<file path="src/rtl/move_controller.sv">
// Click-driven move sequencer for the 8x8 board: validates source and destination
// through a shared request/grant memory port, writes destination then clears source.
`timescale 1ns/1ps
module move_controller #(
  parameter int COUNT_W     = 10,
  parameter bit WHITE_FIRST = 1'b1
) (
  input  logic               clk,
  input  logic               rst,
  input  logic               click,
  input  logic [5:0]         square,
  input  logic               square_valid,
  output logic               brd_req,
  input  logic               brd_gnt,
  output logic [5:0]         brd_addr,
  output logic               brd_we,
  output logic [3:0]         brd_wdata,
  input  logic [3:0]         brd_rdata,
  output logic               turn,
  output logic               selected,
  output logic [5:0]         sel_square,
  output logic [3:0]         held_piece,
  output logic               move_done,
  output logic               move_reject,
  output logic [COUNT_W-1:0] move_count
);

  typedef enum logic [3:0] {
    IDLE, RD_SRC, CHK_SRC, HOLD, RD_DST, CHK_DST, WR_DST, WR_SRC, DONE
  } state_t;

  state_t     state_reg;
  logic [5:0] src_reg;
  logic [5:0] dst_reg;
  logic       rd_is_piece;
  logic       rd_is_own;

  // A square holds a piece only when its type field is nonzero.
  assign rd_is_piece = (brd_rdata[2:0] != 3'd0);
  assign rd_is_own   = rd_is_piece && (brd_rdata[3] == turn);

  always_ff @(posedge clk) begin
    if (rst) begin
      state_reg   <= IDLE;
      src_reg     <= '0;
      dst_reg     <= '0;
      brd_req     <= 1'b0;
      brd_addr    <= '0;
      brd_we      <= 1'b0;
      brd_wdata   <= '0;
      turn        <= ~WHITE_FIRST;
      selected    <= 1'b0;
      sel_square  <= '0;
      held_piece  <= '0;
      move_done   <= 1'b0;
      move_reject <= 1'b0;
      move_count  <= '0;
    end else begin
      move_done   <= 1'b0;
      move_reject <= 1'b0;
      case (state_reg)
        IDLE: begin
          if (click && square_valid) begin
            src_reg   <= square;
            brd_req   <= 1'b1;
            brd_we    <= 1'b0;
            brd_addr  <= square;
            state_reg <= RD_SRC;
          end
        end
        RD_SRC: begin
          if (brd_gnt) begin
            brd_req   <= 1'b0;
            state_reg <= CHK_SRC;
          end
        end
        CHK_SRC: begin
          if (rd_is_own) begin
            selected   <= 1'b1;
            sel_square <= src_reg;
            held_piece <= brd_rdata;
            state_reg  <= HOLD;
          end else begin
            move_reject <= 1'b1;
            state_reg   <= IDLE;
          end
        end
        HOLD: begin
          if (click) begin
            if (!square_valid || square == sel_square) begin
              selected  <= 1'b0;
              state_reg <= IDLE;
            end else begin
              dst_reg   <= square;
              brd_req   <= 1'b1;
              brd_we    <= 1'b0;
              brd_addr  <= square;
              state_reg <= RD_DST;
            end
          end
        end
        RD_DST: begin
          if (brd_gnt) begin
            brd_req   <= 1'b0;
            state_reg <= CHK_DST;
          end
        end
        CHK_DST: begin
          if (rd_is_own) begin
            sel_square <= dst_reg;
            held_piece <= brd_rdata;
            state_reg  <= HOLD;
          end else begin
            brd_req   <= 1'b1;
            brd_we    <= 1'b1;
            brd_addr  <= dst_reg;
            brd_wdata <= held_piece;
            state_reg <= WR_DST;
          end
        end
        WR_DST: begin
          // Request stays up: the source clear follows back to back.
          if (brd_gnt) begin
            brd_addr  <= sel_square;
            brd_wdata <= 4'd0;
            state_reg <= WR_SRC;
          end
        end
        WR_SRC: begin
          if (brd_gnt) begin
            brd_req   <= 1'b0;
            brd_we    <= 1'b0;
            move_done <= 1'b1;
            turn      <= ~turn;
            selected  <= 1'b0;
            if (move_count != {COUNT_W{1'b1}})
              move_count <= move_count + 1'b1;
            state_reg <= DONE;
          end
        end
        DONE:    state_reg <= IDLE;
        default: state_reg <= IDLE;
      endcase
    end
  end

endmodule
</file>
<file path="config.mk">
export PLATFORM = sky130hd
export DESIGN_NAME = move_controller
export DESIGN_NICKNAME = d
export VERILOG_FILES = /design/src/rtl/move_controller.sv
export SDC_FILE = /design/constraint.sdc
export NUM_CORES = 1
export LEC_CHECK = 0
export CORE_ASPECT_RATIO = 1.1
export CORE_MARGIN = 5
export CORE_UTILIZATION = 45
export CTS_BUF_LIST = sky130_fd_sc_hd__clkbuf_8
export DETAILED_ROUTE_END_ITERATION = 10
export GPL_ROUTABILITY_DRIVEN = 0
export PLACE_DENSITY = 0.71
export RECOVER_POWER = 50
export SLEW_MARGIN = 10
export SYNTH_ARGS = -nofsm -noshare
export SYNTH_HDL_FRONTEND = slang
export SYNTH_SLANG_ARGS = --single-unit
</file>
<file path="constraint.sdc">
create_clock -name clk -period 5.08 [get_ports clk]
set_input_delay 1.016 -clock clk [delete_from_list [all_inputs] [get_ports clk]]
set_output_delay 1.016 -clock clk [all_outputs]
set_load 0.02 [all_outputs]
</file>
Word-level counts from Yosys, hierarchy flattened

Index checks and enable logic that the tools add are counted.

Bits in registers: 52
Input port bits: 15
Output and inout bits: 36
Word-level logic and storage cells: 107

Add/sub/neg operators: 1
Eq/ne operators: 22
Multiplexer cells: 38
Bitwise logic cells: 4
Reductions and logical operators: 28

Operator list:

| kind                                                 | number |
|---|---|
| 2-to-1 mux 6 bit                                     | 7 |
| 2-to-1 mux 4 bit                                     | 8 |
| one-hot mux 4 bit (8 select lines)                   | 1 |
| one-hot mux 6 bit (4 select lines)                   | 1 |
| AND reduction 6 bit                                  | 4 |
| inequality test 2 bit (second input constant)        | 11 |
| equality test 4 x 3 -> 1 bit (second input constant) | 4 |
| 2-to-1 mux 1 bit                                     | 13 |
| one-hot mux 6 bit (2 select lines)                   | 1 |
| AND reduction 3 bit                                  | 4 |
| nonzero test 4 bit                                   | 3 |
| adder 10 x 1 -> 10 bit (second input constant)       | 1 |
| inequality test 10 bit (second input constant)       | 1 |
| equality test 4 x 2 -> 1 bit (second input constant) | 2 |
| one-hot mux 1 bit (4 select lines)                   | 2 |
| one-hot mux 4 bit (2 select lines)                   | 1 |
| equality test 6 bit                                  | 1 |
| 2-to-1 mux 3 bit                                     | 2 |
| AND reduction 2 bit                                  | 3 |
| nonzero test 3 bit                                   | 2 |
| OR reduction 2 bit                                   | 3 |
| AND reduction 5 bit                                  | 1 |
| equality test 4 x 1 -> 1 bit (second input constant) | 1 |
| logical NOT 4 bit                                    | 1 |
| 10 further kinds                                     | 15 |

Longest topological paths before layout

Gate-level depths: netlist (run 1).

Word-level depth: 5
Gate-level depth with buffers: 8
Depth with buffers taken out: 6

Least setup slack after synthesis (run 1)

No wires, ideal clock.

Kind: input-to-reg
From: in brd_rdata[3]
To: reg held_piece[0]
Library setup time: 0.128 ns
Arrival: 2.293 ns
Data required time: 4.952 ns
Setup slack: 2.660 ns
Stages: 6
Path buffers: 1
Path through: xor2_1 or2_2 nor3_2 buf_4 mux2i_1 nor2_1

Cells in the longest elaborated chain, start to end: 3

Ends and longest elaborated chain:

| what                          | RTL line | source |
|---|---|---|
| from (decl)                   | 18       | `input logic [3:0] brd_rdata,` |
| equality test 1 bit           | 40       | `assign rd_is_own = rd_is_piece && (brd_rdata[3] == turn);` |
| logical AND 1 bit             | 40       |  |
| AND reduction 2 bit (no line) | -        |  |
| to (signal assigned)          | 81       | `held_piece <= brd_rdata;` |
| to (signal assigned)          | 111      | `held_piece <= brd_rdata;` |
| to (decl)                     | 22       | `output logic [3:0] held_piece,` |

No other way between the ends.
A chain may end at the register's enable or synchronous reset.

Final worst setup path (run 1)

From: in brd_rdata[3]
To: reg held_piece[2]

The elaborated chain is that of the path after synthesis.

==> flow_summary.ini, run 1 <==
[timing]
fin_crit_ns = 3.05
fmax_mhz = 328
setup_tns_ns = 0
fin_crit_sh_pct = 60.0
max_slew_margin_pct = 23.6
hold_violations = 0
drv_slew = 0
rsz0062_at_grt = no
tightest_slew_ns = 1.14
finClkSkew_ns = 0.00458
final-setup-viol-count = 0

[power]
power_frac_comb_pct = 27.9
sw_frac_of_total_pct = 32.0
switchingPower_w = 0.000323
powerDensity_nw_per_um2 = 314
peakVddDrop_mv = 0.235
internal-power_w = 0.000687
power_frac_seq_pct = 48.1
leakage_nw = 1.21
power.total_w = 0.00101
pwr-share-clk_pct = 24.1

[final_layout]
stdcell_area_sq_um = 3210
multiInputGateArea_sq_um = 1460
layout_common_cells = dfxtp_1 (52), nor2_1 (42), dlygate4sd3_1 (36)
nets = 357
drive_gt1_share_pct = 5.26
antenna_cells = 0
final_common_cell = dfxtp_1
fill_cells = 542
top_register = move_count
largest_reg_flops = 10
final-instance-count-excl-fill = 419
register_area_sq_um = 1040
areaGrowthSynthToFinish_pct = 21.1

[global_routing]
top_usage_layer = met2
grt_max_degree = 55
grt_pass1_wl_um = 10100
grt_use_met3_pct = 2.46
met1_usage_pct = 22.6
antenna_found_initial = 0
grt_usage_pct = 15.8
grt_overflow_total = 0
use_met2_pct = 24.5
grt_pass1_vias = 2113

[run_status]
outcome = complete, no violations

[die]
rows = 29
die_height_um = 90.5
num_io_pins = 51
start_util_pct = 46.0
core-area_sq_um = 5770
die_area_sq_um = 7530
die_x_um = 83.2

[worst_setup_path]
rr_startpoint = state_reg[1]
setup.worst_path.end_class = register
rrSetupSlack_ns = 2.57
r2r-end = held_piece[2]
cp-startpoint = brd_rdata[3]
cp-endpoint = held_piece[2]
start_kind = primary input
crit_path_max_fanout = 16
reg2regPathDepth = 5
critical_path_required_ns = 5.24
worstSetupPathType = primary input to register
worstPathArrival_ns = 3.21

[clocking]
clockBufferDepth = 2
clock-sinks = 52
cts_resized = 0
cts_hold_buf = 0
cts_tree = built
cts_setup_buffers = 0
numCtsBuffers = 5
clkTransAtPathRegs_ns = 0.09
clockRootBuffer = clkbuf_8
ctsHtreeMaxLevel = 2
clk_latency_ns = 0.30

[logic_synthesis]
synth_cell_types = 54
synthFlopType = dfxtp_1
netlist_area_sq_um = 2650
yosysSeqAreaShare_pct = 39.2
synth_compound_area_share_pct = 15.2
synthSimpleGateAreaFrac_pct = 24.6
synth_cells = 304
postSynthAreaPerCell_sq_um = 8.73
synth_top_family_by_area = simple AND/OR/NAND/NOR gates
synthMuxAreaShare_pct = 9.15
ys_ff_latch = 52
yosys.area_share.adder_pct = 0.472
ys_warn_count = 0
ys_async_sr_fraction_pct = 0
synth_edf_count = 0
synthXorXnorAreaFrac_pct = 5.94
syn_nets = 320

[drt]
first_iter_violations = 132
vias = 2260
drt-total-wl_um = 5880
drc_errors = 0
vias_per_cell = 5.39
dr.pass1.iters = 4
avgRoutedWirePerCell_um = 14.0
ant_nets = 0

[placement]
place_hpwl_um = 4140
place_area_sq_um = 3130
dp_cells = 411
io_buffer_count = 50

[min_path]
hp-class = register to register

[job]
maxCapViolCount = 0
## synth_stat cells (all sizes together) (2+ instances only)
cell type  instances  area share [%]
xnor2             12             4.0
nor3              10             2.5
nand3              7             1.3
o21ai             16             3.2
a311oi             6             2.0
o31ai              2            0.57
mux2               2            0.85
and3               3            0.71
or2                2            0.47
dfxtp             52              39
mux2i             22             8.3
nor3b              7             2.0
or3                9             2.1
nand2             22             3.1
xor2               6             2.0
nand2b             2            0.47
o211ai             3             1.0
nor2              42             5.9
nor4bb             2            0.75
a221oi             7             2.5
inv                4            0.57
clkbuf             9             1.3
nor2b              7             1.7
a21oi             17             3.3
nor4               4            0.94
buf               12             3.6
## worst max-delay path, stage by stage
cell	delay, ns
clkdlybuf4s50_1	0.45
xor2_1	0.20
or2_2	0.35
nor3_2	0.86
mux2i_1	0.27
nor2_1	0.05
## routing by layer
layer | wire (um) | vias to the layer above | part of all wire, %
li1 | - | 1157 | -
met1 | 2910 | 1045 | 49
met2 | 2640 | 54 | 45
met3 | 281 | 4 | 4.8
met4 | 53 | 0 | 0.90
met5 | 0 | - | 0
## worst min path at each step
stage                startpoint             to  slack [ns]  cells after the start
detailed placement  brd_addr[3]    brd_addr[3]        0.47                      2
finish              brd_addr[3]    brd_addr[3]        0.47                      2
CTS                 brd_addr[3]    brd_addr[3]        0.48                      2
global route        brd_addr[0]    brd_addr[0]        0.50                      2
floorplan            src_reg[0]  sel_square[0]        0.46                      2
global placement    brd_addr[5]    brd_addr[5]        0.46                      2
## cells by family after synthesis
group,after synthesis
flops,52
fa+ha+maj,1
xor+xnor,18
simple gates,125
buf+inv,25
compound gates,59
mux,24
## power groups by stage
stage	Combinational (W)	Sequential, W	Clock, W
6_report	0.000281	0.000485	0.000243
5_1_grt	0.000311	0.000492	0.000269
4_1_cts	0.000294	0.000487	0.000251
3_5_place_dp	0.000293	0.000496	0
3_3_place_gp	0.000292	0.000496	0
2_1_floorplan	0.000213	0.000500	0
## through the flow
stage	setup WS (ns)	util [%]	hold WS (ns)
4_1_cts	2.03	55.9	0.482
2_1_floorplan	2.66	-	0.458
3_5_place_dp	1.71	54.2	0.468
6_report	2.03	55.7	0.474
3_3_place_gp	1.76	54.2	0.460
5_1_grt	1.78	55.7	0.505
## area by class of cell
| class | count | share of cell area (%) |
|---|---|---|
| inverters | 4 | 0.467 |
| repair buffers | 51 | 15.7 |
| multi-input cells | 227 | 45.5 |
| clock buffers | 6 | 2.57 |
| well taps | 77 | 3.00 |
| flip-flops and latches | 52 | 32.4 |
| clock inverters | 2 | 0.351 |
(Power assumes the default switching activity.)
==> run 2: changes to the inputs <==
==> constraint.sdc (replaced) <==
create_clock -name clk -period 3 [get_ports clk]
set_input_delay 0.6 -clock clk [delete_from_list [all_inputs] [get_ports clk]]
set_output_delay 0.6 -clock clk [all_outputs]
set_load 0.02 [all_outputs]
==> flow_summary.ini, run 2 (synthesis results as in run 1) <==
[run_status]
outcome = complete, no violations

[drt]
dr.pass1.iters = 4
vias_per_cell = 5.45
dr_wl_met2_um = 2790
wl_met3_um = 279
m1WireLength_um = 3000
vias = 2316
drt-total-wl_um = 6160
dr.max_layer_used = met4
ant_nets = 0
avgRoutedWirePerCell_um = 14.5
drc_errors = 0
first_iter_violations = 225

[global_routing]
grt_pass1_vias = 2116
antenna_found_initial = 0
grt_max_degree = 38
grt_overflow_total = 0
grt_usage_pct = 16.6
grt_pass1_wl_um = 10400

[timing]
tightest_slew_ns = 1.29
final-setup-viol-count = 0
finClkSkew_ns = 0.00557
rsz0062_at_grt = no
fin_crit_ns = 2.51
drv_slew = 0
fmax_mhz = 398
setup_tns_ns = 0
fin_crit_sh_pct = 83.8
setup_ws_ns = 0.487
hold_violations = 0
max_slew_margin_pct = 13.2

[die]
die_x_um = 83.2
num_io_pins = 51
start_util_pct = 46.0
die_area_sq_um = 7530
die_height_um = 90.5
rows = 29
core-area_sq_um = 5770

[final_layout]
final-instance-count-excl-fill = 425
multiInputGateArea_sq_um = 1460
top_register = move_count
antenna_cells = 0
final_common_cell = dfxtp_1
register_area_sq_um = 1040
fill_cells = 530
nets = 363
drive_gt1_share_pct = 6.90
layout_common_cells = dfxtp_1 (52), nor2_1 (42), dlygate4sd3_1 (34)
areaGrowthSynthToFinish_pct = 22.7
largest_reg_flops = 10

[placement]
dp_cells = 417
post-place-ws_ns = 0.239
place_hpwl_um = 4330
io_buffer_count = 50

[worst_setup_path]
rrSetupSlack_ns = 0.58
crit_path_max_fanout = 6
reg2regPathDepth = 4
slowest_delay_ns = 1.03
rr_startpoint = state_reg[2]
crit_buf_inv = 1
start_kind = primary input
worstSetupPathType = primary input to register
setup.worst_path.end_class = register
worstPathArrival_ns = 2.71
cp_cell_sequence = dlygate4sd3_1 > nand2_1 > nor3_1 > mux2i_1 > nor2_1
r2r-end = src_reg[3]
cpLargestDelayFamily = simple AND/OR/NAND/NOR gates
cp_slowest_cell = nor3_1
critical_path_required_ns = 3.20

[clocking]
cts_resized = 0
clkTransAtPathRegs_ns = 0.10
clock-sinks = 52
numCtsBuffers = 5
ctsHtreeMaxLevel = 2
cts_hold_buf = 0
cts_tree = built
clockBufferDepth = 2
clockRootBuffer = clkbuf_8
cts_setup_buffers = 0
clk_latency_ns = 0.31

[power]
peakVddDrop_mv = 0.230
leakage_nw = 1.24
powerDensity_nw_per_um2 = 534

[min_path]
hp-start = brd_we
hp-class = register to register
whs_path_depth = 2
hold_end = brd_we

[job]
maxCapViolCount = 0
[run 2: stage by stage]
stage,power (W),util [%],hold WS [ns],instance area [sq um]
after CTS,0.00178,56.7,0.478,3270
final,0.00174,56.4,0.475,3260
after floorplan,0.00121,-,0.458,2650
after global placement,0.00134,55.0,0.460,3170
after global routing,0.00184,56.4,0.507,3260
after detailed placement,0.00135,55.0,0.465,3170
[run 2: tightest hold or removal path: cells and delay by family, from the launching register on]
family | cells | cell delay [ns]
flip-flops | 1 | 0.32
AO/OA/AOI/OAI | 2 | 0.11
[run 2: worst max path at each step]
stage          depth (start not counted)    startpoint  slack [ns]             to
6_report                               5         click        0.49     src_reg[3]
5_1_grt                                6     square[1]        0.31     dst_reg[4]
4_1_cts                                6     square[4]        0.57     dst_reg[0]
3_5_place_dp                           6     square[4]        0.24     dst_reg[0]
3_3_place_gp                           6     square[1]        0.35     dst_reg[2]
2_1_floorplan                          6  brd_rdata[3]         1.0  held_piece[0]
[run 2: layer usage]
layer / track usage, % / up-vias
li1: - / 1166
met1: 23.2 / 1083
met2: 25.7 / 58
met3: 2.74 / 9
met4: 5.72 / 0
met5: 0 / -
[run 2: report_power, final]
part	internal (W)	leakage, nW	switching (W)
sequential	0.000749	0.421	0.0000607
clock	0.000189	0.0516	0.000238
combinational	0.000238	0.768	0.000264
total	0.00118	1.24	0.000563
[run 2: layout make-up]
cell class | count | share of cell area [%]
clock buffers | 6 | 2.54
multi-input cells | 227 | 44.9
well taps | 77 | 2.96
clock inverters | 2 | 0.423
repair buffers | 57 | 16.7
flip-flops and latches | 52 | 32.0
inverters | 4 | 0.461
==> run 3: changes to the inputs <==
--- a/config.mk
+++ b/config.mk
@@ -11,7 +11,7 @@
 export CTS_BUF_LIST = sky130_fd_sc_hd__clkbuf_8
 export DETAILED_ROUTE_END_ITERATION = 10
 export GPL_ROUTABILITY_DRIVEN = 0
-export PLACE_DENSITY = 0.71
+export PLACE_DENSITY = 0.74
 export RECOVER_POWER = 50
 export SLEW_MARGIN = 10
 export SYNTH_ARGS = -nofsm -noshare
==> constraint.sdc (replaced) <==
create_clock -name clk -period 2.09 [get_ports clk]
set_input_delay 0.418 -clock clk [delete_from_list [all_inputs] [get_ports clk]]
set_output_delay 0.418 -clock clk [all_outputs]
set_load 0.02 [all_outputs]
==> flow_summary.ini, run 3 (synthesis results as in run 1) <==
[final_layout]
final_common_cell = dfxtp_1
antenna_cells = 0
areaGrowthSynthToFinish_pct = 33.8
stdcell_area_sq_um = 3550
nets = 396
drive_gt1_share_pct = 15.2
layout_common_cells = dfxtp_1 (50), nor2_1 (42), buf_4 (33)
top_register = move_count
largest_reg_flops = 10
fill_cells = 486

[timing]
hold_violations = 0
finClkSkew_ns = 0.0103
final-setup-viol-count = 0
tightest_slew_ns = 0.482
fin_crit_sh_pct = 92.8
fmax_mhz = 515
fin_crit_ns = 1.94
rsz0062_at_grt = no
setup_ws_ns = 0.150
max_slew_margin_pct = 67.9
drv_slew = 0

[power]
peakVddDrop_mv = 0.354
power.total_w = 0.00261
leakage_nw = 1.39
powerDensity_nw_per_um2 = 734

[min_path]
hp-start = rst
hp-class = primary input to register
whs_path_depth = 2

[worst_setup_path]
cp-startpoint = brd_rdata[0]
reg2regPathDepth = 7
start_kind = primary input
setup.worst_path.end_class = register
cp_slowest_cell = clkdlybuf4s50_1
rr_startpoint = state_reg[2]
cpLargestDelayFamily = simple AND/OR/NAND/NOR gates
slowest_delay_ns = 0.42
crit_buf_inv = 1
crit_path_max_fanout = 5
crit_top_cell = nor3_1
cp_cell_sequence = clkdlybuf4s50_1 > nor3_1 > or2_2 > o21ai_0 > nor3_1 > mux2_1
worstPathArrival_ns = 2.14
worstSetupPathType = primary input to register
critical_path_required_ns = 2.29
crit_cells = 6

[die]
die_height_um = 90.5
die_area_sq_um = 7530
die_x_um = 83.2
rows = 29
core-area_sq_um = 5770
start_util_pct = 46.0
num_io_pins = 51

[clocking]
cts_tree = built
numCtsBuffers = 5
ctsHtreeMaxLevel = 2
cts_hold_buf = 0
cts_resized = 0
clock-sinks = 52
clk_latency_ns = 0.31
clockBufferDepth = 2
cts_setup_buffers = 0
clockRootBuffer = clkbuf_8
clkTransAtPathRegs_ns = 0.09

[global_routing]
grt_pass1_vias = 2370
grt_usage_pct = 17.6
antenna_found_initial = 0
grt_pass1_wl_um = 11100
grt_max_degree = 20
grt_overflow_total = 0

[drt]
first_iter_violations = 173
avgRoutedWirePerCell_um = 14.2
drt-total-wl_um = 6510
drc_errors = 0
dr.pass1.iters = 4
ant_nets = 0
vias = 2481
vias_per_cell = 5.42

[placement]
place_hpwl_um = 4930
place_area_sq_um = 3480
io_buffer_count = 50
post-place-ws_ns = -0.145

[run_status]
outcome = complete, no violations

[job]
maxCapViolCount = 0
[run 3: where the power goes]
| part | leakage, nW | total (W) | internal (W) | switching (W) |
|---|---|---|---|---|
| Sequential | 0.422 | 0.00117 | 0.00108 | 0.0000887 |
| Combinational | 0.926 | 0.000846 | 0.000433 | 0.000414 |
| Clock | 0.0404 | 0.000591 | 0.000238 | 0.000353 |
[run 3: final cells by class]
class / count / area, sq um / area share (%)
inverters: 4 / 15.0 / 0.423
multi-input cells: 227 / 1460 / 41.2
clock buffers: 5 / 68.8 / 1.94
clock inverters: 3 / 23.8 / 0.670
flip-flops and latches: 52 / 1040 / 29.4
repair buffers: 90 / 838 / 23.6
well taps: 77 / 96.3 / 2.72
[run 3: metal layers]
layer,GRT usage (%),vias to the layer above,share of wire (%)
met5,0,-,0
met4,5.45,0,1.2
met3,3.10,8,4.6
met2,28.1,60,48
met1,24.2,1179,47
li1,-,1234,-
[run 3: stage by stage]
step	TNS (ns)	util (%)	hold slack, ns	cells
floorplan	0	-	0.458	304
global placement	-2.06	60.4	0.462	450
detailed placement	-3.10	60.4	0.471	450
CTS	0	62.0	0.447	458
global route	0	61.5	0.457	458
finish	0	61.5	0.455	458
[run 3: worst paths after layout]
path | end | slack (ns)
worst max register to register | brd_addr[5] | 0.21
worst min-delay path | brd_wdata[2] | 0.45
worst min register to register | brd_we | 0.47
worst max-delay path | brd_req | 0.15
